==> src/rtl/switch_scheduler_if.sv <==
`default_nettype none
// ============================================================================
//  Module      : switch_scheduler_if
//  Description : Core-side handshake bundle between the cores and the
//                inter-core Switch rendezvous controller. The master side is
//                the core array; the slave side is the scheduler.
//  Revision    : 1.0 - initial release
// ============================================================================
interface switch_scheduler_if #(
    parameter int CORE_SIZE      = 3,
    parameter int CORE_ADDR_SIZE = $clog2(CORE_SIZE)
);
    // Send side: one outgoing message slot per core
    logic [CORE_SIZE-1:0]                     send_ready;
    logic [CORE_SIZE-1:0][CORE_ADDR_SIZE-1:0] send_core_idx;
    logic [CORE_SIZE-1:0]                     send_idle;
    logic [CORE_SIZE-1:0]                     send_ok;

    // Receive side: one receive request slot per core
    logic [CORE_SIZE-1:0]                     recv_request;
    logic [CORE_SIZE-1:0]                     recv_any;
    logic [CORE_SIZE-1:0][CORE_ADDR_SIZE-1:0] recv_core_idx;
    logic [CORE_SIZE-1:0]                     recv_ready;
    logic [CORE_SIZE-1:0][CORE_ADDR_SIZE-1:0] recv_src;

    // Crossbar control toward the Switch datapath
    logic [CORE_SIZE-1:0]                     xbar_valid;
    logic [CORE_SIZE-1:0][CORE_ADDR_SIZE-1:0] xbar_src_sel;

    modport master (
        output send_ready, send_core_idx, recv_request, recv_any, recv_core_idx,
        input  send_idle, send_ok, recv_ready, recv_src, xbar_valid, xbar_src_sel
    );

    modport slave (
        input  send_ready, send_core_idx, recv_request, recv_any, recv_core_idx,
        output send_idle, send_ok, recv_ready, recv_src, xbar_valid, xbar_src_sel
    );
endinterface
`default_nettype wire

==> src/rtl/switch_scheduler.sv <==
`default_nettype none
// ============================================================================
//  Module      : switch_scheduler
//  Description : Rendezvous controller for the inter-core Switch. Holds one
//                posted send and one posted receive per core, pairs each
//                waiting receive with a compatible pending send (round-robin
//                over sources for any-source receives) and issues one-cycle
//                delivery pulses plus the per-output crossbar select.
//  Revision    : 1.0 - initial release
// ============================================================================
module switch_scheduler #(
    parameter int CORE_SIZE      = 3,
    parameter int CORE_ADDR_SIZE = $clog2(CORE_SIZE)
) (
    input  wire logic          clock,
    input  wire logic          reset,
    switch_scheduler_if.slave  bus
);

    localparam int                        c_core_size = CORE_SIZE;
    localparam logic [CORE_ADDR_SIZE-1:0] c_rr_init   = CORE_ADDR_SIZE'(CORE_SIZE - 1);

    typedef enum logic [0:0] {
        SEND_IDLE    = 1'b0,
        SEND_PENDING = 1'b1
    } send_state_t;

    typedef enum logic [0:0] {
        RECV_IDLE = 1'b0,
        RECV_WAIT = 1'b1
    } recv_state_t;

    // Slot state
    send_state_t                              r_send_state [CORE_SIZE];
    send_state_t                              w_send_state_nxt [CORE_SIZE];
    logic [CORE_SIZE-1:0][CORE_ADDR_SIZE-1:0] r_send_dest;
    logic [CORE_SIZE-1:0][CORE_ADDR_SIZE-1:0] w_send_dest_nxt;

    recv_state_t                              r_recv_state [CORE_SIZE];
    recv_state_t                              w_recv_state_nxt [CORE_SIZE];
    logic [CORE_SIZE-1:0]                     r_recv_any;
    logic [CORE_SIZE-1:0]                     w_recv_any_nxt;
    logic [CORE_SIZE-1:0][CORE_ADDR_SIZE-1:0] r_recv_want;
    logic [CORE_SIZE-1:0][CORE_ADDR_SIZE-1:0] w_recv_want_nxt;

    // Round-robin pointer per destination: last source served on an any-receive
    logic [CORE_SIZE-1:0][CORE_ADDR_SIZE-1:0] r_rr_ptr;
    logic [CORE_SIZE-1:0][CORE_ADDR_SIZE-1:0] w_rr_ptr_nxt;

    // Match results for the current cycle
    logic [CORE_SIZE-1:0]                     w_match;
    logic [CORE_SIZE-1:0][CORE_ADDR_SIZE-1:0] w_match_src;
    logic [CORE_SIZE-1:0]                     w_send_done;

    // Registered pulses and held selects
    logic [CORE_SIZE-1:0]                     r_send_ok;
    logic [CORE_SIZE-1:0]                     r_recv_ready;
    logic [CORE_SIZE-1:0][CORE_ADDR_SIZE-1:0] r_recv_src;
    logic [CORE_SIZE-1:0]                     r_xbar_valid;
    logic [CORE_SIZE-1:0][CORE_ADDR_SIZE-1:0] r_xbar_src_sel;
    logic [CORE_SIZE-1:0][CORE_ADDR_SIZE-1:0] w_src_hold_nxt;

    // Pair every waiting receive with a pending send aimed at it
    always_comb begin
        int                        v_s;
        logic [CORE_ADDR_SIZE-1:0] v_idx;
        v_s         = 0;
        v_idx       = '0;
        w_match     = '0;
        w_match_src = '0;
        for (int j = 0; j < CORE_SIZE; j++) begin
            if (r_recv_state[j] == RECV_WAIT) begin
                if (r_recv_any[j]) begin
                    // Scan sources starting just after the last one served
                    for (int k = 1; k <= CORE_SIZE; k++) begin
                        v_s = int'(r_rr_ptr[j]) + k;
                        if (v_s >= c_core_size) begin
                            v_s = v_s - c_core_size;
                        end
                        v_idx = CORE_ADDR_SIZE'(v_s);
                        if (!w_match[j] &&
                            r_send_state[v_idx] == SEND_PENDING &&
                            r_send_dest[v_idx] == CORE_ADDR_SIZE'(j)) begin
                            w_match[j]     = 1'b1;
                            w_match_src[j] = v_idx;
                        end
                    end
                end else begin
                    v_idx = r_recv_want[j];
                    if (r_send_state[v_idx] == SEND_PENDING &&
                        r_send_dest[v_idx] == CORE_ADDR_SIZE'(j)) begin
                        w_match[j]     = 1'b1;
                        w_match_src[j] = v_idx;
                    end
                end
            end
        end
    end

    // A source is delivered when any destination picked it (at most one can)
    always_comb begin
        w_send_done = '0;
        for (int s = 0; s < CORE_SIZE; s++) begin
            for (int j = 0; j < CORE_SIZE; j++) begin
                if (w_match[j] && w_match_src[j] == CORE_ADDR_SIZE'(s)) begin
                    w_send_done[s] = 1'b1;
                end
            end
        end
    end

    // Next-state for send and receive slots, round-robin pointers and held selects
    always_comb begin
        w_send_dest_nxt = r_send_dest;
        w_recv_any_nxt  = r_recv_any;
        w_recv_want_nxt = r_recv_want;
        w_rr_ptr_nxt    = r_rr_ptr;
        w_src_hold_nxt  = r_xbar_src_sel;
        for (int i = 0; i < CORE_SIZE; i++) begin
            w_send_state_nxt[i] = r_send_state[i];
            w_recv_state_nxt[i] = r_recv_state[i];
        end

        for (int i = 0; i < CORE_SIZE; i++) begin
            case (r_send_state[i])
                SEND_IDLE: begin
                    // Out-of-range destinations are dropped silently
                    if (bus.send_ready[i] && int'(bus.send_core_idx[i]) < c_core_size) begin
                        w_send_state_nxt[i] = SEND_PENDING;
                        w_send_dest_nxt[i]  = bus.send_core_idx[i];
                    end
                end
                SEND_PENDING: begin
                    // New send_ready is ignored until this message is delivered
                    if (w_send_done[i]) begin
                        w_send_state_nxt[i] = SEND_IDLE;
                    end
                end
                default: w_send_state_nxt[i] = SEND_IDLE;
            endcase
        end

        for (int j = 0; j < CORE_SIZE; j++) begin
            case (r_recv_state[j])
                RECV_IDLE: begin
                    if (bus.recv_request[j] &&
                        (bus.recv_any[j] || int'(bus.recv_core_idx[j]) < c_core_size)) begin
                        w_recv_state_nxt[j] = RECV_WAIT;
                        w_recv_any_nxt[j]   = bus.recv_any[j];
                        w_recv_want_nxt[j]  = bus.recv_core_idx[j];
                    end
                end
                RECV_WAIT: begin
                    if (w_match[j]) begin
                        w_recv_state_nxt[j] = RECV_IDLE;
                        w_src_hold_nxt[j]   = w_match_src[j];
                        if (r_recv_any[j]) begin
                            w_rr_ptr_nxt[j] = w_match_src[j];
                        end
                    end
                end
                default: w_recv_state_nxt[j] = RECV_IDLE;
            endcase
        end
    end

    // Slot state and round-robin registers
    always_ff @(posedge clock) begin
        if (reset) begin
            for (int i = 0; i < CORE_SIZE; i++) begin
                r_send_state[i] <= SEND_IDLE;
                r_recv_state[i] <= RECV_IDLE;
                r_rr_ptr[i]     <= c_rr_init;
            end
            r_send_dest <= '0;
            r_recv_any  <= '0;
            r_recv_want <= '0;
        end else begin
            for (int i = 0; i < CORE_SIZE; i++) begin
                r_send_state[i] <= w_send_state_nxt[i];
                r_recv_state[i] <= w_recv_state_nxt[i];
            end
            r_send_dest <= w_send_dest_nxt;
            r_recv_any  <= w_recv_any_nxt;
            r_recv_want <= w_recv_want_nxt;
            r_rr_ptr    <= w_rr_ptr_nxt;
        end
    end

    // Delivery pulses last one cycle; selects keep their last value
    always_ff @(posedge clock) begin
        if (reset) begin
            r_send_ok      <= '0;
            r_recv_ready   <= '0;
            r_xbar_valid   <= '0;
            r_recv_src     <= '0;
            r_xbar_src_sel <= '0;
        end else begin
            r_send_ok      <= w_send_done;
            r_recv_ready   <= w_match;
            r_xbar_valid   <= w_match;
            r_recv_src     <= w_src_hold_nxt;
            r_xbar_src_sel <= w_src_hold_nxt;
        end
    end

    // Free-slot flag decoded from the registered send state
    always_comb begin
        for (int i = 0; i < CORE_SIZE; i++) begin
            bus.send_idle[i] = (r_send_state[i] == SEND_IDLE);
        end
    end

    assign bus.send_ok      = r_send_ok;
    assign bus.recv_ready   = r_recv_ready;
    assign bus.recv_src     = r_recv_src;
    assign bus.xbar_valid   = r_xbar_valid;
    assign bus.xbar_src_sel = r_xbar_src_sel;

endmodule
`default_nettype wire

==> src/flat_wrapper.sv <==
// flat-port wrapper written by rule: the top's interface ports become plain ports
module switch_scheduler_flat 
#(
    parameter int CORE_SIZE      = 3,
    parameter int CORE_ADDR_SIZE = $clog2(CORE_SIZE)
)
  (clock, reset, bus_send_ready, bus_send_core_idx, bus_recv_request, bus_recv_any, bus_recv_core_idx, bus_send_idle, bus_send_ok, bus_recv_ready, bus_recv_src, bus_xbar_valid, bus_xbar_src_sel);
  switch_scheduler_if #(.CORE_SIZE(CORE_SIZE), .CORE_ADDR_SIZE(CORE_ADDR_SIZE)) bus_i ();
  input  wire logic clock;
  input  wire logic reset;
  input wire logic [$bits(bus_i.send_ready)-1:0] bus_send_ready;
  input wire logic [$bits(bus_i.send_core_idx)-1:0] bus_send_core_idx;
  input wire logic [$bits(bus_i.recv_request)-1:0] bus_recv_request;
  input wire logic [$bits(bus_i.recv_any)-1:0] bus_recv_any;
  input wire logic [$bits(bus_i.recv_core_idx)-1:0] bus_recv_core_idx;
  output wire logic [$bits(bus_i.send_idle)-1:0] bus_send_idle;
  output wire logic [$bits(bus_i.send_ok)-1:0] bus_send_ok;
  output wire logic [$bits(bus_i.recv_ready)-1:0] bus_recv_ready;
  output wire logic [$bits(bus_i.recv_src)-1:0] bus_recv_src;
  output wire logic [$bits(bus_i.xbar_valid)-1:0] bus_xbar_valid;
  output wire logic [$bits(bus_i.xbar_src_sel)-1:0] bus_xbar_src_sel;
  assign bus_i.send_ready = bus_send_ready;
  assign bus_i.send_core_idx = bus_send_core_idx;
  assign bus_i.recv_request = bus_recv_request;
  assign bus_i.recv_any = bus_recv_any;
  assign bus_i.recv_core_idx = bus_recv_core_idx;
  assign bus_send_idle = bus_i.send_idle;
  assign bus_send_ok = bus_i.send_ok;
  assign bus_recv_ready = bus_i.recv_ready;
  assign bus_recv_src = bus_i.recv_src;
  assign bus_xbar_valid = bus_i.xbar_valid;
  assign bus_xbar_src_sel = bus_i.xbar_src_sel;
  switch_scheduler #(.CORE_SIZE(CORE_SIZE), .CORE_ADDR_SIZE(CORE_ADDR_SIZE)) u_core (.clock(clock), .reset(reset), .bus(bus_i));
endmodule
==> config.mk <==
export PLATFORM = sky130hd
export DESIGN_NAME = switch_scheduler_flat
export DESIGN_NICKNAME = d
export VERILOG_FILES = /design/src/rtl/switch_scheduler_if.sv /design/src/rtl/switch_scheduler.sv /design/src/flat_wrapper.sv
export SDC_FILE = /design/constraint.sdc
export NUM_CORES = 1
export LEC_CHECK = 0
export BUFFER_PORTS_ARGS = -buffer_cell sky130_fd_sc_hd__buf_2
export CORE_UTILIZATION = 51
export CTS_CLUSTER_SIZE = 20
export DETAILED_ROUTE_END_ITERATION = 7
export GPL_TIMING_DRIVEN = 0
export HOLD_SLACK_MARGIN = 0.06
export PLACE_DENSITY = 0.76
export SYNTH_ARGS = -nofsm -noshare
export SYNTH_HDL_FRONTEND = slang
export SYNTH_SLANG_ARGS = --single-unit
==> constraint.sdc <==
create_clock -name clock -period 2.39 [get_ports clock]
set_input_delay 0.1195 -clock clock [delete_from_list [all_inputs] [get_ports clock]]
set_output_delay 0.1195 -clock clock [all_outputs]
set_load 0.02 [all_outputs]
Word level (Yosys, flattened, before mapping)
Memory sizes are Yosys's and may differ from the RTL's. A register that Yosys moved wholly into a read port is not among the register bits.
Index checks and enable logic that the tools add are counted.
{"block": "totals", "register_bits": 33, "mem_bits_rw": 6, "out_inout_bits": 24, "word_cells": 292, "mem_count": 2}
{"block": "classes", "add_sub_neg": 18, "order_cmp": 27, "n_eq_ne": 14, "n_mux": 141, "bitwise": 12, "reduce_logical": 61}
{"memory": "u_core.r_recv_state", "words": 3, "word_bits": 1, "rd": 3, "rd_clocked_by_memory_dff": 0, "wr": 3, "line_no": "switch_scheduler.sv:39", "source": "recv_state_t r_recv_state [CORE_SIZE];"}
{"memory": "u_core.r_send_state", "words": 3, "word_bits": 1, "rd": 15, "rd_clocked_by_memory_dff": 3, "wr": 3, "line_no": "switch_scheduler.sv:34", "source": "send_state_t r_send_state [CORE_SIZE];"}
{"cell": "two-way mux 2 bit", "count": 63}
{"cell": "two-way mux 1 bit", "count": 60}
{"cell": "binary-select mux 2 bit (select 2 bit)", "count": 12}
{"cell": "less-than comparator 2 x 3 -> 1 bit (second input constant)", "count": 12}
{"cell": "logical AND 1 bit", "count": 33}
{"cell": "greater-or-equal comparator 3 x 2 -> 1 bit (second input constant)", "count": 9}
{"cell": "adder 2 x 2 -> 3 bit (second input constant)", "count": 6}
{"cell": "AND reduction 2 bit", "count": 9}
{"cell": "== test 2 x 1 -> 1 bit (second input constant)", "count": 7}
{"cell": "== test 2 bit (second input constant)", "count": 7}
{"cell": "zero test 2 bit", "count": 7}
{"cell": "subtractor 2 x 1 -> 2 bit (second input constant)", "count": 7}
{"cell": "less-than comparator 2 bit (second input constant)", "count": 6}
{"cell": "one-hot mux 1 bit (2 select lines)", "count": 6}
{"cell": "adder 2 x 1 -> 3 bit (second input constant)", "count": 3}
{"cell": "AND reduction 3 bit", "count": 3}
{"cell": "zero test 1 bit", "count": 6}
{"cell": "inverter 1 bit", "count": 6}
{"cell": "OR 1 bit", "count": 6}
{"cell": "subtractor 2 bit (second input constant)", "count": 2}
{"cell": "logical OR 1 bit", "count": 3}

Longest topological paths before layout
{"block": "depth", "word_depth": 32, "ltp_mapped": 10}

Worst setup path before layout
OpenSTA, ideal clock, no wires.
{"block": "synth_path", "path_kind": "register -> register", "from": "reg u_core.r_rr_ptr[0] (netlist bit)", "to": "mem u_core.r_send_state[0] (netlist bit)", "arrival_time_ns": 2.220, "t_required_ns": 2.274, "slack_ns": 0.055, "stages_incl_launch_ff": 10, "n_path_buf": 1, "period_less_slack_ns": 2.335, "path_cell_list": "dfxtp_1 > inv_1 > ha_1 > buf_2 > o211ai_2 > o311a_1 > nor4b_2 > o31a_2 > or3b_1 > a31o_1"}
{"item": "start: declaration", "line_no": "switch_scheduler.sv:47", "source": "logic [CORE_SIZE-1:0][CORE_ADDR_SIZE-1:0] r_rr_ptr;"}
{"item": "start signal: indexed assignment", "line_no": "switch_scheduler.sv:173", "source": "r_rr_ptr[i] <= c_rr_init;"}
{"item": "start signal: assignment", "line_no": "switch_scheduler.sv:186", "source": "r_rr_ptr <= w_rr_ptr_nxt;"}
{"item": "end: declaration", "line_no": "switch_scheduler.sv:34"}

==> run summary <==
Routed vias: 2854
Total gr overflow: 0
Mapped Nets: 392
Placer Congestion: 0.878
Num CTS Buffers: 5
R2r worst-path depth: 9
Register bit total from synthesis: 45
DP HPWL: 5260 um
Clock sinks: 45
Pin count of the biggest net entering global routing: 14
Post-synth cell types: 64
Final hold slack: 0.0863 ns
Drt drc: 0
Req. time, crit path: 2.58 ns
Max Buffers Root-to-Sink: 2
Diode count: 0
Final Critical Period: 2.37 ns
Worst-Margin Slew: 0.654 ns
Fin. max-slew vios: 0
Kind of critical path: register to register
1st-pass router iterations: 5
# setup viols final: 0
Setup TNS: 0 ns
First-pass GRT wire length: 12200 um
RR Endpoint: u_core.r_send_state[0]
Initial antenna violation count: 0
CP Capture Type: register
Worst Setup EP: u_core.r_send_state[0]
# port buffers: 46
DRT iter0 DRCs: 312
Sequential-to-total area share from yosys stat: 32.2%
Final Core Density: 66.8%
Clock Skew: 0.00562 ns
Placed instance area: 3120 um^2
Ratio of cells with drive above 1 in the final layout: 27.9%
Die X: 76.1 um
I/O pin total: 47
Die height: 76.1 um
Area delta synth->final: 24.2%
Maximum VDD drop: 0.291 mV
Worst EP arrival: 2.57 ns
Area of the multi-input gates: 1800 um^2
Hold WC Path Type: input pin to register
Post-Synthesis Cells: 360
Htree depth: 2
Ys async rst share: 0%
Max-Cap Viols: 0
Pwr per Cell Area: 499 nW/um^2
Fin crit share: 99.4%
Static Leak: 1.48 nW
Critical Path Fanout Max: 10
Die area: 5790 um^2
# rows: 26
GRT Total Usage: 26.3%
Total Wirelength: 7670 um
Number of vias per cell: 5.75
CTS root buffer: clkbuf_8
Reg2reg setup slack: 0.02 ns
Hold Buf Count CTS: 0
Routed wire per std cell: 15.5 um
Headroom to the max-slew limit: 56.4%
Yosys warns: 0
Place WS: -0.257 ns
Worst-Skew Late Latency: 0.29 ns
# fillers: 433
Routed Antenna Nets: 0
Clk slew on worst S/H paths: 0.08 ns
R2R Path Start: u_core.r_rr_ptr[0]
Final #Nets: 457
Sequential Area: 917 um^2
CTS tree: done
Final worst setup slack: 0.0151 ns
Number of flops mapped to enable cells by yosys: 0
Final hold vios: 0
Design Area, Final: 3480 um^2
Avg Cell Area, Syn: 7.78 um^2
Worst Setup SP: u_core.r_rr_ptr[0]
Post-Syn Area: 2800 um^2
Synth Flop Type: dfxtp_1
Vias in the first global route: 2575
Core box area: 5200 um^2
Run status: completed
Initial cell density of the core: 53.8%
CP Launch Type: register
Max Fclk: 421 MHz
==> kinds of logic (layout without fill, tap and decap cells) <==
group / after synthesis / after routing / synth area share, %
adder cells (fa/ha/maj): 9 / 9 / 4.02
buffers and inverters: 49 / 115 / 8.49
multiplexers: 5 / 5 / 2.28
AND/OR/NAND/NOR: 144 / 144 / 27.2
AO/OA/AOI/OAI: 108 / 108 / 25.9
flip-flops: 45 / 45 / 32.2
==> cell usage after synthesis, types with 5 or more instances <==
cell | number | area share, %
nand2b_1 | 9 | 2.0
a21oi_1 | 30 | 5.4
nor3_1 | 13 | 2.3
ha_1 | 9 | 4.0
clkbuf_1 | 8 | 1.1
buf_4 | 9 | 2.4
nand3b_1 | 6 | 1.6
inv_1 | 26 | 3.5
a21o_1 | 5 | 1.3
nand3_1 | 8 | 1.4
o211ai_1 | 6 | 1.6
nor2_1 | 38 | 5.1
nand2_1 | 34 | 4.6
o21ai_1 | 5 | 0.89
dfxtp_1 | 45 | 32
o21ai_0 | 18 | 3.2
==> worst max-delay path: stages (launching register included) <==
cell	delay, ns
dfxtp_4	0.40
inv_4	0.07
ha_4	0.29
buf_6	0.16
o211ai_4	0.11
o311a_4	0.15
nor4b_4	0.27
o31a_2	0.23
or3b_4	0.40
a31o_1	0.18
==> stage by stage <==
stage	cells	power, mW
after global placement	476	1.24
after floorplan	360	1.13
after detailed placement	476	1.24
after global routing	496	1.82
final	496	1.74
after CTS	489	1.71
==> cell type report <==
type | instances | area share [%]
Clock buffer | 6 | 2.09
Sequential cell | 45 | 26.4
Multi-Input combinational cell | 266 | 51.7
Inverter | 26 | 2.88
Tap cell | 70 | 2.52
Buffer | 22 | 4.68
Timing Repair Buffer | 59 | 9.43
Clock inverter | 2 | 0.288
==> placed cells by master (no fill, tap or decap), types with 5 or more instances in the layout <==
master and instances:
nand3b_1 6, ha_4 5, a21o_1 5, nor3_1 13, nand2_1 34, buf_2 47
o211ai_1 6, clkbuf_8 5, dfxtp_1 36, a21oi_1 30, dfxtp_2 7, o21ai_0 18
buf_4 22, clkbuf_1 7, nor2_1 38, o21ai_1 5, nand3_1 7, inv_1 22
nand2b_1 9
==> where the power goes <==
group / switching [mW] / internal [mW] / leakage [nW]
Sequential: 0.0471 / 0.796 / 0.371
Clock: 0.251 / 0.203 / 0.0450
Combinational: 0.249 / 0.190 / 1.06
==> timing repair <==
| item | CTS | global route |
|---|---|---|
| gates resized for setup | 26 | 19 |
| setup endpoints to repair | 13 | 9 |
| buffers inserted | 6 | 7 |
| pin swaps | 9 | 11 |
==> routing by layer <==
layer	part of all wire [%]	routed length, um	up-vias	GRT usage, %
met5	0	0	-	0
met4	1.1	87	0	9.23
met3	4.7	359	9	3.71
met2	48	3700	95	45.4
met1	46	3530	1340	33.5
li1	-	-	1410	-
==> worst min path at each step <==
stage	cells after the start	slack, ns	endpoint	start
after floorplan	2	0.26	u_core.r_recv_any[0]	bus_recv_any[0]
after global placement	3	0.38	u_core.r_recv_any[0]	bus_recv_any[0]
after detailed placement	3	0.39	u_core.r_recv_any[0]	bus_recv_any[0]
after CTS	3	0.09	u_core.r_recv_any[0]	bus_recv_any[0]
after global routing	3	0.10	u_core.r_recv_any[0]	bus_recv_any[0]
final	3	0.09	u_core.r_recv_any[0]	bus_recv_any[0]
Note: power is estimated with default switching activity, not from simulation.
